--- src/rtl/multilevel_carrier_gen_if.sv ---
// Carrier generator control/status bundle: enable and shadow config in, carriers and sync pulses out.
// master = controller/modulator side, slave = carrier generator.
interface multilevel_carrier_gen_if #(
    parameter int N_CARRIERS    = 4,
    parameter int CARRIER_WIDTH = 16,
    parameter int PERIOD_WIDTH  = 16
);
    logic                                enable;
    logic [PERIOD_WIDTH-1:0]             period_in;
    logic [1:0]                          mode_in;
    logic [N_CARRIERS*CARRIER_WIDTH-1:0] carriers;
    logic                                sync_valley;
    logic                                sync_peak;
    logic [PERIOD_WIDTH-1:0]             active_p;
    logic                                cfg_err;

    modport master (
        output enable, period_in, mode_in,
        input  carriers, sync_valley, sync_peak, active_p, cfg_err
    );

    modport slave (
        input  enable, period_in, mode_in,
        output carriers, sync_valley, sync_peak, active_p, cfg_err
    );
endinterface

--- src/rtl/multilevel_carrier_gen.sv ---
// Level-shifted triangular carriers (PD/POD/APOD) for an (N+1)-level inverter, config applied at valleys.
// Latency: one register stage; all outputs aligned, a valley is shown the cycle after enable is sampled high.
// Backpressure: none; free-running while enable is high, parked at the valley while low.
module multilevel_carrier_gen #(
    parameter int N_CARRIERS     = 4,
    parameter int CARRIER_WIDTH  = 16,
    parameter int PERIOD_WIDTH   = 16,
    parameter int PERIOD_DEFAULT = 10000
) (
    input  logic                    clk,
    input  logic                    rst_n,
    multilevel_carrier_gen_if.slave bus
);
    localparam int CW  = CARRIER_WIDTH;
    localparam int PW  = PERIOD_WIDTH;
    localparam int FW0 = PW + $clog2(N_CARRIERS) + 1;
    localparam int FW  = (FW0 > CW + 1) ? FW0 : CW + 1;
    localparam logic [PW-1:0] P_RST = PW'(PERIOD_DEFAULT);

    typedef enum logic [1:0] {
        MODE_PD   = 2'b00,
        MODE_POD  = 2'b01,
        MODE_APOD = 2'b10,
        MODE_RSV  = 2'b11
    } mode_t;

    logic [PW-1:0]            t_q, t_n;
    logic [PW-1:0]            p_q, p_n;
    logic                     up_q, up_n;
    logic                     run_q;
    mode_t                    mode_q, mode_n;
    logic                     valley_n, peak_n, err_n;
    logic                     valley_q, peak_q, err_q;
    logic [N_CARRIERS*CW-1:0] car_n, car_q;
    logic [FW-1:0]            span;
    logic                     reject;

    // Band k sits on k*P; inverted bands run P-t so they fall while the others rise.
    function automatic logic [N_CARRIERS*CW-1:0] band_pack(
        input logic [PW-1:0] p,
        input logic [PW-1:0] t,
        input mode_t         m
    );
        logic [N_CARRIERS*CW-1:0] r;
        logic [FW-1:0]            v;
        logic                     u;
        r = '0;
        for (int k = 0; k < N_CARRIERS; k++) begin
            case (m)
                MODE_POD:  u = (k >= N_CARRIERS / 2);
                MODE_APOD: u = ((k % 2) == 1);
                default:   u = 1'b0;
            endcase
            v = FW'(k) * FW'(p) + (u ? (FW'(p) - FW'(t)) : FW'(t));
            r[k*CW +: CW] = v[CW-1:0];
        end
        return r;
    endfunction

    always_comb begin
        span   = FW'(N_CARRIERS) * FW'(bus.period_in);
        reject = (bus.period_in < PW'(2)) || (|span[FW-1:CW]) || (bus.mode_in == MODE_RSV);

        t_n      = t_q;
        up_n     = up_q;
        p_n      = p_q;
        mode_n   = mode_q;
        valley_n = 1'b0;
        peak_n   = 1'b0;
        err_n    = 1'b0;

        if (!bus.enable) begin
            t_n  = '0;
            up_n = 1'b1;
        end else if (!run_q || (!up_q && (t_q == PW'(1)))) begin
            // Valley: the only point where a new period/mode may take effect.
            valley_n = 1'b1;
            t_n      = '0;
            up_n     = 1'b1;
            if (reject) begin
                err_n = 1'b1;
            end else begin
                p_n    = bus.period_in;
                mode_n = mode_t'(bus.mode_in);
            end
        end else if (up_q) begin
            t_n = t_q + PW'(1);
            if (t_n == p_q) begin
                up_n   = 1'b0;
                peak_n = 1'b1;
            end
        end else begin
            t_n = t_q - PW'(1);
        end

        car_n = band_pack(p_n, t_n, mode_n);
    end

    always_ff @(posedge clk or negedge rst_n) begin
        if (!rst_n) begin
            t_q      <= '0;
            up_q     <= 1'b1;
            run_q    <= 1'b0;
            p_q      <= P_RST;
            mode_q   <= MODE_PD;
            car_q    <= band_pack(P_RST, '0, MODE_PD);
            valley_q <= 1'b0;
            peak_q   <= 1'b0;
            err_q    <= 1'b0;
        end else begin
            t_q      <= t_n;
            up_q     <= up_n;
            run_q    <= bus.enable;
            p_q      <= p_n;
            mode_q   <= mode_n;
            car_q    <= car_n;
            valley_q <= valley_n;
            peak_q   <= peak_n;
            err_q    <= err_n;
        end
    end

    assign bus.carriers    = car_q;
    assign bus.sync_valley = valley_q;
    assign bus.sync_peak   = peak_q;
    assign bus.active_p    = p_q;
    assign bus.cfg_err     = err_q;
endmodule

--- src/flat_wrapper.sv ---
// flat-port wrapper written by rule: the top's interface ports become plain ports
module multilevel_carrier_gen_flat 
#(
    parameter int N_CARRIERS     = 4,
    parameter int CARRIER_WIDTH  = 16,
    parameter int PERIOD_WIDTH   = 16,
    parameter int PERIOD_DEFAULT = 10000
)
  (clk, rst_n, bus_enable, bus_period_in, bus_mode_in, bus_carriers, bus_sync_valley, bus_sync_peak, bus_active_p, bus_cfg_err);
  multilevel_carrier_gen_if #(.N_CARRIERS(N_CARRIERS), .CARRIER_WIDTH(CARRIER_WIDTH), .PERIOD_WIDTH(PERIOD_WIDTH)) bus_i ();
  input  logic clk;
  input  logic rst_n;
  input wire logic [$bits(bus_i.enable)-1:0] bus_enable;
  input wire logic [$bits(bus_i.period_in)-1:0] bus_period_in;
  input wire logic [$bits(bus_i.mode_in)-1:0] bus_mode_in;
  output wire logic [$bits(bus_i.carriers)-1:0] bus_carriers;
  output wire logic [$bits(bus_i.sync_valley)-1:0] bus_sync_valley;
  output wire logic [$bits(bus_i.sync_peak)-1:0] bus_sync_peak;
  output wire logic [$bits(bus_i.active_p)-1:0] bus_active_p;
  output wire logic [$bits(bus_i.cfg_err)-1:0] bus_cfg_err;
  assign bus_i.enable = bus_enable;
  assign bus_i.period_in = bus_period_in;
  assign bus_i.mode_in = bus_mode_in;
  assign bus_carriers = bus_i.carriers;
  assign bus_sync_valley = bus_i.sync_valley;
  assign bus_sync_peak = bus_i.sync_peak;
  assign bus_active_p = bus_i.active_p;
  assign bus_cfg_err = bus_i.cfg_err;
  multilevel_carrier_gen #(.N_CARRIERS(N_CARRIERS), .CARRIER_WIDTH(CARRIER_WIDTH), .PERIOD_WIDTH(PERIOD_WIDTH), .PERIOD_DEFAULT(PERIOD_DEFAULT)) u_core (.clk(clk), .rst_n(rst_n), .bus(bus_i));
endmodule
--- config.mk ---
export PLATFORM = sky130hd
export DESIGN_NAME = multilevel_carrier_gen_flat
export DESIGN_NICKNAME = d
export VERILOG_FILES = /design/src/rtl/multilevel_carrier_gen_if.sv /design/src/rtl/multilevel_carrier_gen.sv /design/src/flat_wrapper.sv
export SDC_FILE = /design/constraint.sdc
export NUM_CORES = 1
export LEC_CHECK = 0
export ABC_AREA = 0
export BUFFER_PORTS_ARGS = -buffer_cell sky130_fd_sc_hd__buf_4
export CELL_PAD_IN_SITES_DETAIL_PLACEMENT = 2
export CELL_PAD_IN_SITES_GLOBAL_PLACEMENT = 2
export CORE_ASPECT_RATIO = 2
export CORE_UTILIZATION = 37
export CTS_BUF_LIST = sky130_fd_sc_hd__clkbuf_8
export CTS_CLUSTER_DIAMETER = 200
export CTS_CLUSTER_SIZE = 25
export DETAILED_ROUTE_END_ITERATION = 6
export PLACE_DENSITY = 0.81
export SLEW_MARGIN = 20
export SYNTH_ARGS = -nofsm -noshare
export SYNTH_HDL_FRONTEND = slang
export SYNTH_SLANG_ARGS = --single-unit
--- constraint.sdc ---
create_clock -name clk -period 7.8 [get_ports clk]
set_input_delay 0.78 -clock clk [delete_from_list [all_inputs] [get_ports clk]]
set_output_delay 0.78 -clock clk [all_outputs]
set_load 0.02 [all_outputs]
==> reports/results.tsv <==
metric	value	unit
initial core utilization	37.5	%
pwr dens	364	nW/um^2
CTS tree	yes	
Flop pwr share	24.3	%
Slew headroom	42.6	%
largest family of logic cells by synthesized area	adder cells	
# hold bufs at CTS	0	
die span in y	194	um
vias in the first global route	6810	
Warnings, synthesis	0	
flops & latches, synth	87	
GR met2 Demand/Resource	49.3	%
GRT Resource Usage Total	25.5	%
Clk pin slew, worst setup/hold paths	0.09	ns
most frequent cell after synthesis	xnor2_1	
Cell Area, Placed	7830	sq um
Int Pwr	1.61	mW
Slew @ Worst Pin	0.853	ns
proportion of synthesized area in mux cells	5.73	%
met3 Resource Use GR	2.81	%
ys flop type	dfrtp_1	
crit path DAT	7.20	ns
GR Util met1	25.2	%
post-DP HPWL	19100	um
Synth Area in Adders	17.0	%
Cell Area, Synth	6830	sq um
worst min path class	in -> async	
Max Cap Viol	0	
Vias	5838	
Clock Latency Late Sink	0.39	ns
maximum VDD drop	0.224	mV
number of synthesized flops with an enable pin	0	
CP Class	reg -> reg	
Most Crowded Layer GR	met2	
Inserted Diodes	0	
sw frac	45.2	%
Post-DRT Antenna Nets	0	
Routed WL per cell	22.1	um
TritonCTS Sinks	87	
Setup crit start kind	register	
compound-cell area share of the yosys netlist	14.8	%
die area	19100	sq um
Final Util	44.2	%
Setup Skew	0.00972	ns
Final period util	88.5	%
share of total power in the clock network	12.1	%
final hold violation count	0	
f_max	145	MHz
CTS H-tree depth	3	
CP Max Fanout	18	
minimum clock period	6.90	ns
Simple-Gate Fraction of Synth Area	13.7	%
CP Data Required Time	8.10	ns
CTS buffer count	9	
most frequent cells after synthesis	70 x xnor2_1, 68 x nand2_1, 64 x dfrtp_1, 64 x ha_1, 54 x inv_1	
xor/xnor share of the synthesized area	12.0	%
Setup violations, final	0	
Clock Path Buffers	2	
placement row count	70	
Post-route DRC	6	
DR vias/cell	5.57	
Synth Instances	730	
Area Overhead vs Synth	17.8	%
first-pass GRT wire length	36700	um
Cell variety after synth	56	
final estimated routing congestion in global placement	0.867	
switching power	1.32	mW
die width	98.1	um
Synth area leaders	dfrtp_1 23%, ha_1 12%, xnor2_1 9.0%, dfstp_2 8.8%, fa_1 5.3%	
Placeable Area	18200	sq um
critical path cell sequence	or4_1 > nand4bb_4 > a211oi_4 > buf_4 > mux2_2 > fa_1 > a21o_1 > a21o_1 > a21oi_1 > o21ai_0 > a21oi_1 > xnor2_1 > mux2_2 > fa_1 > ha_1 > a21o_1 > a21oi_1 > nand2b_1 > nand4b_1 > nor3_1 > o31ai_1 > xnor2_1	
worst hold slack	0.344	ns
buffers added on ports	103	
Lkg Pwr	3.87	nW
Post-Route Setup TNS	0	ns
failing checks	design-rule violations	
layout cells sized above 1	21.6	%
max incr delay on CP	0.70	ns
Async SR Flop Fraction	100	%
largest area contributor in the netlist	dfrtp_1	
Gate power share	63.6	%
Synthesized Nets	833	
Final Cell Area	8050	sq um
CTS-repair resized insts	0	
initial drt markers	143	
status	finished with violations	
syn_area_per_cell	9.36	sq um
Root Driver	clkbuf_8	
postcts setup bufs	0	
top-area cell type share of the netlist area	23.4	%
gr ovfl total	0	
final-report max-slew violation count	0	
RSZ-0062 raised after global routing	false	
Routed Wire Length	23200	um
First-pass DRT Iterations	7	
Nets	931	
Setup crit end kind	register	
largest net degree at the start of global routing	51	
io pins	104	
CP max stage cell	or4_1	
register area share after synthesis	32.3	%
initial antenna violation count	0	
Tot Pwr	2.93	mW
placed cells by master (no fill, tap or decap), types with 5 or more instances in the layout:
cell type,n
dfrtp_1,64
inv_1,56
a21oi_1,47
nor3_1,12
nand2b_1,6
nand2_1,68
mux2i_1,11
buf_4,110
and3_1,8
dfstp_2,23
clkbuf_8,10
xor2_1,22
o21ai_0,46
a21o_1,20
nor4_1,9
a21boi_0,5
nand3_1,13
ha_1,64
nor2_1,40
mux2_2,25
nor2b_1,11
xnor2_1,70
fa_1,18
a31oi_1,6
nand4_1,6
final timing paths:
kind                                                end  depth (start not counted)              from  slack, ns
worst max-delay path            u_core.bus.carriers[63]                         22     u_core.t_q[3]       0.90
min in group clk                       u_core.mode_q[0]                          2  u_core.mode_q[0]       0.53
worst min-delay path                 u_core.bus.cfg_err                          1             rst_n       0.34
worst min register to register         u_core.mode_q[0]                          2  u_core.mode_q[0]       0.53
worst max register to register  u_core.bus.carriers[63]                         22     u_core.t_q[3]       0.90
max in group asynchronous       u_core.bus.carriers[33]                          2             rst_n       6.36
final cells by class:
cell class	instances	area, sq um
sequential	87	2210
tap	216	270
fill	2047	10200
clock buffer	10	138
timing repair buffer	110	826
multi-input combinational	564	4320
clock inverter	6	77.6
inverter	56	210
metal layers:
layer	vias to the layer above	part of all wire (%)
met5	-	0
met4	0	5.8
met3	63	2.1
met2	118	57
met1	2942	35
li1	2715	-
cells by family after synthesis:
family / Yosys count
adders and majority gates: 82
buffers and inverters: 79
muxes: 36
DFF: 87
AOI/OAI and AO/OA: 162
xor gates and xnor gates: 93
and+or+nand+nor: 191
critical path: cells and delay by family, from the launching register on:
| kind | cells | cell delay (ns) |
|---|---|---|
| AOI/OAI and AO/OA | 9 | 1.93 |
| xor gates and xnor gates | 2 | 0.32 |
| adders and majority gates | 3 | 1.29 |
| buffers and inverters | 1 | 0.36 |
| DFF | 1 | 0.55 |
| muxes | 2 | 0.76 |
| and+or+nand+nor | 5 | 1.58 |
power by group through the flow:
stage          clock [mW]  combinational [mW]  sequential, mW
4_1_cts             0.366                1.89           0.716
3_5_place_dp            0                1.86           0.720
2_1_floorplan           0                1.05           0.891
3_3_place_gp            0                1.78           0.714
6_report            0.354                1.86           0.712
5_1_grt             0.379                2.04           0.727
per-stage QoR:
stage,cells,worst slack (ns)
detailed placement,1033,0.885
finish,1049,0.900
global route,1049,0.445
global placement,1033,1.13
CTS,1049,0.837
floorplan,730,1.64
registers in the layout (all words and copies together) (netlist names):
register	cells
u_core.bus.carriers	49
u_core.bus.active_p	16
u_core.t_q	15
u_core.mode_q	2
u_core.bus.cfg_err	1
u_core.bus.sync_peak	1
u_core.bus.sync_valley	1
u_core.run_q	1
u_core.up_q	1
(Power assumes the default switching activity.)
